--- src/rtl/serial_equal_pkg.sv ---
// Shared types for the bit-serial equality front end.
// The FSM state encoding lives here so the top and any future users agree on it.
package serial_equal_pkg;

  typedef enum logic [1:0] {
    IDLE  = 2'd0,
    SHIFT = 2'd1,
    DONE  = 2'd2
  } cmp_state_t;

endpackage

--- src/rtl/serial_shift_reg.sv ---
// MSB-first serial-in, parallel-out shift register used for each operand.
// A synchronous clear empties the word at the start of every compare.
module serial_shift_reg #(
  parameter int WIDTH = 16
) (
  input  logic             clk,
  input  logic             rst_n,
  input  logic             clr,
  input  logic             en,
  input  logic             d_in,
  output logic [WIDTH-1:0] q_out
);

  always_ff @(posedge clk) begin
    if (!rst_n) begin
      q_out <= '0;
    end else if (clr) begin
      q_out <= '0;
    end else if (en) begin
      q_out <= {q_out[WIDTH-2:0], d_in};
    end
  end

endmodule

--- src/rtl/serial_equal.sv ---
// Bit-serial word equality comparator front end: shifts in two operands MSB-first,
// tracks equality and the highest differing bit, and hands the result over a done/ack handshake.
module serial_equal
  import serial_equal_pkg::*;
#(
  parameter  int WIDTH = 16,
  localparam int CNT_W = $clog2(WIDTH + 1)
) (
  input  logic             clk,
  input  logic             rst_n,
  input  logic             start_in,
  input  logic             bit_valid_in,
  input  logic             a_bit_in,
  input  logic             b_bit_in,
  output logic             busy_out,
  output logic             done_out,
  input  logic             done_ack_in,
  output logic             eq_out,
  output logic [CNT_W-1:0] mismatch_idx_out,
  output logic [WIDTH-1:0] a_word_out,
  output logic [WIDTH-1:0] b_word_out
);

  cmp_state_t       state;
  logic [CNT_W-1:0] count;
  logic             eq_acc;
  logic [CNT_W-1:0] mis_idx;

  logic             accept;
  logic             last_bit;
  logic             bit_diff;
  logic             eq_next;
  logic [CNT_W-1:0] idx_next;
  logic             clr_words;

  assign accept    = (state == SHIFT) && bit_valid_in;
  assign last_bit  = accept && (count == CNT_W'(WIDTH - 1));
  assign bit_diff  = a_bit_in ^ b_bit_in;
  assign eq_next   = eq_acc & ~bit_diff;
  // Only the first mismatch is recorded; eq_acc stays high while every earlier bit pair matched.
  assign idx_next  = (eq_acc && bit_diff) ? (CNT_W'(WIDTH - 1) - count) : mis_idx;
  assign clr_words = (state == IDLE) && start_in;

  serial_shift_reg #(.WIDTH(WIDTH)) u_shift_a (
    .clk   (clk),
    .rst_n (rst_n),
    .clr   (clr_words),
    .en    (accept),
    .d_in  (a_bit_in),
    .q_out (a_word_out)
  );

  serial_shift_reg #(.WIDTH(WIDTH)) u_shift_b (
    .clk   (clk),
    .rst_n (rst_n),
    .clr   (clr_words),
    .en    (accept),
    .d_in  (b_bit_in),
    .q_out (b_word_out)
  );

  // Result outputs are loaded once on the final accepted bit and held through DONE and IDLE.
  always_ff @(posedge clk) begin
    if (!rst_n) begin
      state            <= IDLE;
      count            <= '0;
      eq_acc           <= 1'b1;
      mis_idx          <= CNT_W'(WIDTH);
      busy_out         <= 1'b0;
      done_out         <= 1'b0;
      eq_out           <= 1'b0;
      mismatch_idx_out <= '0;
    end else begin
      case (state)
        IDLE: begin
          if (start_in) begin
            state    <= SHIFT;
            busy_out <= 1'b1;
            count    <= '0;
            eq_acc   <= 1'b1;
            mis_idx  <= CNT_W'(WIDTH);
          end
        end
        SHIFT: begin
          if (bit_valid_in) begin
            count   <= count + CNT_W'(1);
            eq_acc  <= eq_next;
            mis_idx <= idx_next;
            if (last_bit) begin
              state            <= DONE;
              busy_out         <= 1'b0;
              done_out         <= 1'b1;
              eq_out           <= eq_next;
              mismatch_idx_out <= idx_next;
            end
          end
        end
        DONE: begin
          if (done_ack_in) begin
            state    <= IDLE;
            done_out <= 1'b0;
          end
        end
        default: begin
          state    <= IDLE;
          busy_out <= 1'b0;
          done_out <= 1'b0;
        end
      endcase
    end
  end

endmodule
--- config.mk ---
export PLATFORM = sky130hd
export DESIGN_NAME = serial_equal
export DESIGN_NICKNAME = d
export VERILOG_FILES = /design/src/rtl/serial_equal_pkg.sv /design/src/rtl/serial_shift_reg.sv /design/src/rtl/serial_equal.sv
export SDC_FILE = /design/constraint.sdc
export NUM_CORES = 1
export LEC_CHECK = 0
export ABC_CLOCK_PERIOD_IN_PS = 1700
export BUFFER_PORTS_ARGS = -buffer_cell sky130_fd_sc_hd__buf_2
export CELL_PAD_IN_SITES_DETAIL_PLACEMENT = 1
export CELL_PAD_IN_SITES_GLOBAL_PLACEMENT = 1
export CORE_ASPECT_RATIO = 0.9
export CORE_UTILIZATION = 39
export CTS_CLUSTER_SIZE = 25
export DETAILED_ROUTE_END_ITERATION = 8
export PLACE_DENSITY = 0.88
export SYNTH_ARGS = -nofsm -noshare
export SYNTH_HDL_FRONTEND = slang
export SYNTH_SLANG_ARGS = --single-unit
--- constraint.sdc ---
create_clock -name clk -period 1.7 [get_ports clk]
set_input_delay 0.17 -clock clk [delete_from_list [all_inputs] [get_ports clk]]
set_output_delay 0.17 -clock clk [all_outputs]
set_load 0.03 [all_outputs]
==> results of run 1 <==
cells by family after synthesis:
family	share of synthesized area [%]
DFF	50.9
muxes	0.480
AOI/OAI and AO/OA	18.4
buffers and inverters	4.98
and+or+nand+nor	23.4
adders and majority gates	0.600
xor gates and xnor gates	1.26
worst max path at each step:
stage                           to  cells past startpoint     start
4_1_cts                 mis_idx[4]                      3  state[1]
6_report                mis_idx[4]                      3  state[1]
2_1_floorplan             count[4]                      5  state[1]
5_1_grt                 mis_idx[3]                      3  state[1]
3_5_place_dp   mismatch_idx_out[4]                      4  b_bit_in
3_3_place_gp   mismatch_idx_out[4]                      4  b_bit_in
power by group:
group | internal (W) | switching (W) | total [W]
Clock | 0.000331 | 0.000409 | 0.000740
Combinational | 0.0000456 | 0.0000999 | 0.000145
Sequential | 0.00125 | 0.0000112 | 0.00126
synthesized netlist by cell type, types with 2 or more instances:
library cell / count / area share (%)
clkbuf_1: 4 / 0.72
and3b_1: 2 / 0.84
nand3_1: 2 / 0.48
o311ai_0: 4 / 1.7
buf_2: 11 / 2.6
nand4_1: 2 / 0.60
or3_1: 4 / 1.2
nand2_1: 78 / 14
o21ai_0: 6 / 1.4
inv_1: 3 / 0.54
a21oi_1: 43 / 10
dfxtp_1: 53 / 51
nor2_1: 5 / 0.90
o22ai_1: 4 / 1.2
o31ai_1: 2 / 0.72
or4_1: 4 / 1.4
xnor2_1: 2 / 0.84
buf_4: 3 / 1.1
cell type report:
class	instances	share of cell area [%]
Timing Repair Buffer	53	12.4
Multi-Input combinational cell	177	37.1
Inverter	3	0.455
Clock buffer	6	3.33
Tap cell	65	3.28
Clock inverter	2	0.556
Sequential cell	53	42.8
cell usage in the layout (no fill, tap or decap), types with 2 or more instances in the layout:
cell,netlist,final
buf_2,11,46
a21oi_1,43,43
or4_1,4,4
nor2_1,5,5
o311ai_0,4,4
o31ai_1,2,2
buf_4,3,5
xnor2_1,2,2
dfxtp_1,53,53
o22ai_1,4,4
clkbuf_8,0,6
o21ai_0,6,6
buf_12,0,2
nand2_1,78,78
nand4_1,2,2
or3_1,4,4
inv_1,3,3
and3b_1,2,2
nand3_1,2,2
per-stage QoR:
stage,instances,power [W],hold slack (ns),utilization [%]
3_5_place_dp,351,0.00144,0.446,47.8
4_1_cts,359,0.00218,0.108,49.7
5_1_grt,359,0.00224,0.152,49.7
2_1_floorplan,251,0.00139,0.305,-
3_3_place_gp,351,0.00143,0.438,47.8
6_report,359,0.00215,0.123,49.7
registers in the layout (all words and copies together), names as in the netlist:
signal	flops
count	5
state	2
u_shift_b.q_out	16
u_shift_a.q_out	16
mis_idx	5
eq_out	1
done_out	1
mismatch_idx_out	5
eq_acc	1
busy_out	1
critical path: stages, from the launching register on:
cell      delay (ns)
dfxtp_1         0.38
nand3b_2        0.37
or3_1           0.40
o311a_1         0.29
routing by layer:
layer | routed length [um] | vias to the layer above | global-route usage, % | share of wire (%)
met1 | 2360 | 914 | 24.8 | 47
li1 | - | 945 | - | -
met4 | 88 | 0 | 7.27 | 1.7
met2 | 2490 | 30 | 32.0 | 49
met3 | 128 | 8 | 3.06 | 2.5
met5 | 0 | - | 0 | 0
==> flow_summary.yaml, run 1 <==
logic_synthesis:
  synth_seq_cells: 53
  synth_edf_count: 0
  yosysUniqueCellTypes: 37
  ys_async_sr_fraction_pct: 0
  syn_nets: 259
  synth_cells: 251
  synth_ff_type: "dfxtp_1"
  ys_seq_area_share_pct: 50.9
  syn_area_um2: 2080
  ys_warn_count: 0
  synth_area_per_cell_um2: 8.30
sta:
  min_period_ns: 1.53
  skew_ns: 0.00951
  period_share_pct: 90.2
  fin_ws_ns: 0.166
  fmax_mhz: 652
  worstMarginPinSlew_ns: 0.928
  setup_tns_ns: 0
  drv_slew: 0
  rsz0062_at_grt: "false"
  finalSetupViolCount: 0
  finalHoldViolCount: 0
  relSlewSlack_pct: 37.7
clock_network:
  clock_sinks: 53
  post_cts_resized: 0
  cts_tree: "done"
  root_buffer: "clkbuf_8"
  holdBufCountCts: 0
  clkLatencyLatePin_ns: 0.30
  ctsHtreeMaxLevel: 2
  postCtsSetupBuffers: 0
  clk_pin_slew_worst_paths_ns: 0.10
  cts_buffers: 5
  clockBufferDepth: 2
setup_path:
  rr_startpoint: "state[1]"
  timing.rr.end: "mis_idx[4]"
  required_ns: 1.89
  reg2reg_depth: 3
  critPathArrivalTime_ns: 1.72
  crit_type: "reg2reg"
  cp_max_fo: 14
  critPathLaunchType: "register"
  crit_path_end_kind: "register"
  rrSetupSlack_ns: 0.17
layout:
  register_area_um2: 1060
  area_growth_pct: 18.8
  final_nets: 301
  multi_input_area_um2: 920
  n_antenna_cell: 0
  drive_gt1_share_pct: 22.8
  finish.instance_area_um2: 2480
  n_fill_cell: 631
grt:
  grt_antenna_before_repair: 0
  grt_pass1_vias: 1866
  grtUsageTotal_pct: 19.1
  grt_pass1_wl_mm: 8.45
  grt-ovfl-total: 0
  grt_max_degree: 37
floorplanning:
  die_h_um: 71.4
  io_pins: 47
  dieArea_um2: 5640
  initial_core_util_pct: 41.8
  fp.coreArea_um2: 4980
  placementRows: 24
  fp.dieW_um: 79.1
route:
  viasPerCell: 5.28
  wirelength_mm: 5.07
  num_vias: 1897
  post-route-drc-count: 0
  antenna_left: 0
  drt_iter0_markers: 72
  wire_per_inst_um: 14.1
  firstDrtPassIters: 4
min_path:
  holdPathEnd: "u_shift_a.q_out[0]"
  whs_path_depth: 3
  worstHoldPathType: "in2reg"
  hold_path.startpoint: "a_bit_in"
job:
  maxCapViolCount: 0
pwr:
  ir_drop_uv: 314
  power_density_nw_per_um2: 868
  power.leakage_nw: 0.973
placed_design:
  placed_area_um2: 2380
  place_congestion: 0.803
  dpl.hpwl_mm: 3.54
  preCtsSetupSlack_ns: 0.117
  place.port_buffers: 46
status:
  status: "complete, no violations"
No activity file was read; power rests on OpenSTA's default activity.
==> run 2: changes to the inputs <==
--- a/config.mk
+++ b/config.mk
@@ -14,6 +14,7 @@
 export CTS_CLUSTER_SIZE = 25
 export DETAILED_ROUTE_END_ITERATION = 8
 export PLACE_DENSITY = 0.88
+export RECOVER_POWER = 100
 export SYNTH_ARGS = -nofsm -noshare
 export SYNTH_HDL_FRONTEND = slang
 export SYNTH_SLANG_ARGS = --single-unit
==> run 2 against run 1 <==
First-iteration DRC count fell by 5.6%. Power fell by 0.14%. Maximum frequency barely moved. Register-to-register slack barely moved. Clock skew rose by 0.00063 ns. Sequential cell count did not move. Worst hold slack got worse by 0.00079 ns. Utilization fell by 1.4 points. Largest power group unchanged. Sequential share of layout area rose by 1.2 points. Count of clock-buffer cells in the layout did not move. Clock power barely moved.
==> flow_summary.yaml, run 2 (synthesis results as in run 1) <==
sta:
  period_share_pct: 90.2
  relSlewSlack_pct: 37.5
  skew_ns: 0.0101
  rsz0062_at_grt: "false"
  setup_tns_ns: 0
  worstMarginPinSlew_ns: 0.930
  min_period_ns: 1.53
  fin_ws_ns: 0.167
  fmax_mhz: 652
  finalSetupViolCount: 0
  finalHoldViolCount: 0
  drv_slew: 0
job:
  maxCapViolCount: 0
route:
  dr_wl_met3_um: 133
  viasPerCell: 5.29
  num_vias: 1898
  wirelength_mm: 5.10
  antenna_left: 0
  wire_per_inst_um: 14.2
  post-route-drc-count: 0
  firstDrtPassIters: 4
  wl_met2_mm: 2.50
  highest_layer: "met4"
  drt_iter0_markers: 68
  wl_met1_mm: 2.38
setup_path:
  cpPeakStageDelay_ns: 0.40
  crit_type: "reg2reg"
  reg2reg_depth: 3
  rr_startpoint: "state[1]"
  crit_path_top_delay_cell: "or3_1"
  crit_family: "simple AND/OR/NAND/NOR gates"
  rrSetupSlack_ns: 0.17
  required_ns: 1.89
  critPathArrivalTime_ns: 1.72
  timing.rr.end: "mis_idx[4]"
  crit_path_end_kind: "register"
  cp_cell_sequence: "nand3b_2 -> or3_1 -> o311a_1"
  cp_max_fo: 14
  critPathLaunchType: "register"
  crit_buf_inv: 0
grt:
  grt_pass1_vias: 1866
  grt_antenna_before_repair: 0
  grtUsageTotal_pct: 19.1
  grt-ovfl-total: 0
  grt_pass1_wl_mm: 8.45
  grt_max_degree: 37
layout:
  finish.instance_area_um2: 2410
  final_nets: 301
  drive_gt1_share_pct: 7.82
  area_growth_pct: 15.6
  n_fill_cell: 652
  final_cell_mix: "79 x nand2_1, 53 x dfxtp_1, 43 x a21oi_1"
  reg_top3: "u_shift_a.q_out x16, u_shift_b.q_out x16"
  n_antenna_cell: 0
  layout_commonest_cell: "nand2_1"
floorplanning:
  fp.coreArea_um2: 4980
  die_h_um: 71.4
  io_pins: 47
  fp.dieW_um: 79.1
  placementRows: 24
  initial_core_util_pct: 41.8
  dieArea_um2: 5640
clock_network:
  clock_sinks: 53
  ctsHtreeMaxLevel: 2
  root_buffer: "clkbuf_8"
  clk_pin_slew_worst_paths_ns: 0.10
  clockBufferDepth: 2
  post_cts_resized: 0
  cts_tree: "done"
  holdBufCountCts: 0
  clkLatencyLatePin_ns: 0.30
  cts_buffers: 5
  postCtsSetupBuffers: 0
min_path:
  worstHoldPathType: "in2reg"
  hold_path.startpoint: "a_bit_in"
  holdPathEnd: "u_shift_a.q_out[0]"
  whs_path_depth: 3
pwr:
  ir_drop_uv: 314
  fin_total_pwr_w: 0.00215
  power_density_nw_per_um2: 891
  power.leakage_nw: 0.785
placed_design:
  preCtsSetupSlack_ns: 0.117
  dpl.hpwl_mm: 3.54
  place_congestion: 0.803
  place.port_buffers: 46
  placed_area_um2: 2380
status:
  status: "complete, no violations"
run 2: changes by cell type in the layout (fill, tap and decap cells not counted), sizes merged:
cell	previous run	this run
clkbuf	6	48
buf	53	11
run 2: power breakdown:
group / internal (W) / switching, W
logic: 0.0000430 / 0.0000992
clock network: 0.000331 / 0.000409
registers: 0.00125 / 0.0000114
total: 0.00163 / 0.000520
run 2: metrics by stage:
stage	hold WS, ns	std cells	utilization, %
after floorplan	0.305	251	-
after global placement	0.438	351	47.8
after detailed placement	0.446	351	47.8
after CTS	0.108	359	49.7
after global routing	0.152	359	48.3
final	0.122	359	48.3
run 2: tightest hold or removal path: cells and delay by family:
kind | cells | cell delay (ns)
simple gates | 1 | 0.05
compound gates | 1 | 0.05
buf+inv | 1 | 0.11
run 2: cell type report:
type	count	area (um^2)	share of cell area [%]
timing repair buffer	53	250	10.4
clock buffer	6	82.6	3.43
tap	65	81.3	3.37
clock inverter	2	13.8	0.571
inverter	3	11.3	0.467
sequential	53	1060	44.0
multi-input combinational	177	910	37.7
run 2: worst max-delay path by stage:
stage	startpoint	end	slack, ns	cells past startpoint
global route	state[1]	mis_idx[3]	0.09	3
floorplan	state[1]	count[4]	0.43	5
detailed placement	b_bit_in	mismatch_idx_out[4]	0.12	4
finish	state[1]	mis_idx[4]	0.17	3
global placement	b_bit_in	mismatch_idx_out[4]	0.19	4
CTS	state[1]	mis_idx[4]	0.18	3
run 2: metal layers:
metal / track usage [%] / vias to the layer above
met5: 0 / -
li1: - / 944
met4: 7.27 / 0
met1: 24.8 / 916
met2: 32.0 / 30
met3: 3.06 / 8
==> run 3: changes to the inputs <==
--- a/config.mk
+++ b/config.mk
@@ -13,7 +13,7 @@
 export CORE_UTILIZATION = 39
 export CTS_CLUSTER_SIZE = 25
 export DETAILED_ROUTE_END_ITERATION = 8
-export PLACE_DENSITY = 0.88
+export PLACE_DENSITY_LB_ADDON = 0.15
 export RECOVER_POWER = 100
 export SYNTH_ARGS = -nofsm -noshare
 export SYNTH_HDL_FRONTEND = slang
==> run 3 against run 2 <==
Cell count is 0.56% higher. Highest routed layer unchanged. Die area stayed put. First-iteration DRC count is 34% higher. Cell area is 0.42% higher. Non-clock buffer count is 3 higher. Count of clock-buffer cells in the layout stayed put. Sequential share of layout area is 0.18 points lower. Largest power group unchanged. Worst setup slack worse by 0.010 ns. Via count is 0.16% lower. Critical path type unchanged. Utilization is 0.20 points higher. Largest cell class unchanged. Clock skew is 0.0047 ns lower. Register-to-register slack hardly changed.
==> flow_summary.yaml, run 3 (synthesis results as in run 1) <==
layout:
  reg_top3: "u_shift_a.q_out x16, u_shift_b.q_out x16"
  drive_gt1_share_pct: 8.78
  final_cell_mix: "79 x nand2_1, 53 x dfxtp_1, 43 x a21oi_1"
  final_nets: 304
  n_fill_cell: 670
  layout_commonest_cell: "nand2_1"
  multi_input_area_um2: 910
  utilization_pct: 48.5
  register_area_um2: 1060
  area_growth_pct: 16.1
  n_antenna_cell: 0
route:
  firstDrtPassIters: 4
  num_vias: 1895
  wire_per_inst_um: 13.8
  post-route-drc-count: 0
  viasPerCell: 5.25
  wirelength_mm: 4.99
  drt_iter0_markers: 91
  antenna_left: 0
clock_network:
  root_buffer: "clkbuf_8"
  clock_sinks: 53
  cts_tree: "done"
  cts_buffers: 5
  clk_pin_slew_worst_paths_ns: 0.09
  holdBufCountCts: 0
  clockBufferDepth: 2
  clkLatencyLatePin_ns: 0.30
  ctsHtreeMaxLevel: 2
sta:
  finalSetupViolCount: 0
  worstMarginPinSlew_ns: 0.940
  relSlewSlack_pct: 36.9
  period_share_pct: 90.8
  drv_slew: 0
  skew_ns: 0.00548
  fmax_mhz: 648
  setup_tns_ns: 0
  min_period_ns: 1.54
  whs_ns: 0.126
  finalHoldViolCount: 0
  rsz0062_at_grt: "false"
pwr:
  power_density_nw_per_um2: 877
  power.leakage_nw: 0.794
  fin_total_pwr_w: 0.00212
  ir_drop_uv: 405
floorplanning:
  fp.coreArea_um2: 4980
  die_h_um: 71.4
  io_pins: 47
  initial_core_util_pct: 41.8
  dieArea_um2: 5640
  fp.dieW_um: 79.1
  placementRows: 24
grt:
  use_met1_pct: 23.1
  use_met3_pct: 3.82
  grt_max_degree: 34
  grt_pass1_wl_mm: 8.20
  busiest_layer: "met2"
  grtUsageTotal_pct: 18.1
  grt_pass1_vias: 1790
  gr-usage-met2_pct: 30.6
  grt_antenna_before_repair: 0
  grt-ovfl-total: 0
setup_path:
  critPathLaunchType: "register"
  critPathArrivalTime_ns: 1.73
  required_ns: 1.88
  cp_max_fo: 21
  rrSetupSlack_ns: 0.16
  timing.rr.end: "mis_idx[3]"
  crit_path_end_kind: "register"
  crit_type: "reg2reg"
  reg2reg_depth: 4
  rr_startpoint: "state[1]"
status:
  status: "complete, no violations"
placed_design:
  dpl.hpwl_mm: 3.59
  place.port_buffers: 46
  place_congestion: 0.726
min_path:
  holdPathEnd: "u_shift_b.q_out[0]"
  worstHoldPathType: "in2reg"
  whs_path_depth: 3
  hold_path.startpoint: "b_bit_in"
job:
  maxCapViolCount: 0
==> run 3: cell types whose count changed in the layout (fill, tap and decap cells not counted), sizes merged <==
cell	change
clkinvlp	+1
clkinv	-2
buf	+3
==> run 3: worst max path at each step <==
stage	startpoint	slack, ns	to	depth (start not counted)
after CTS	state[1]	0.05	mis_idx[2]	4
after detailed placement	state[1]	0.07	mis_idx[2]	4
final	state[1]	0.16	mis_idx[3]	4
after floorplan	state[1]	0.43	count[4]	5
after global routing	state[1]	0.05	mis_idx[1]	4
after global placement	b_bit_in	0.15	mismatch_idx_out[4]	4
==> run 3: power by group <==
group,switching (W),total (W),internal (W)
registers,0.00000955,0.00126,0.00125
logic,0.0000996,0.000144,0.0000440
clock network,0.000394,0.000717,0.000323
total,0.000503,0.00212,0.00162
==> run 3: worst max-delay path: stages (launching register included) <==
cell and delay (ns):
dfxtp_1 0.34, nand3b_2 0.31, buf_4 0.27, o311ai_0 0.38
a21oi_1 0.13
==> run 3: layout make-up <==
| class | instances | area share (%) |
|---|---|---|
| Sequential cell | 53 | 43.8 |
| Multi-Input combinational cell | 177 | 37.6 |
| Timing Repair Buffer | 56 | 11.0 |
| Clock buffer | 6 | 3.41 |
| Tap cell | 65 | 3.36 |
| Inverter | 3 | 0.465 |
| Clock inverter | 1 | 0.310 |
==> run 3: routing by layer <==
metal	vias up	wire length, um	share of wire (%)
li1	945	-	-
met1	909	2370	48
met2	37	2360	47
met3	4	221	4.4
met4	0	40	0.80
met5	-	0	0
==> run 3: repair_timing <==
action                     CTS  global route
buffers inserted             0             0
gates resized for setup      0             1
setup endpoints to repair    0             1
==> run 3: per-stage QoR <==
stage	setup slack [ns]	instances	instance area, um^2
after detailed placement	0.0736	354	2400
after floorplan	0.427	251	2080
after CTS	0.0504	361	2490
after global routing	0.0463	361	2420
final	0.157	361	2420
after global placement	0.154	354	2400
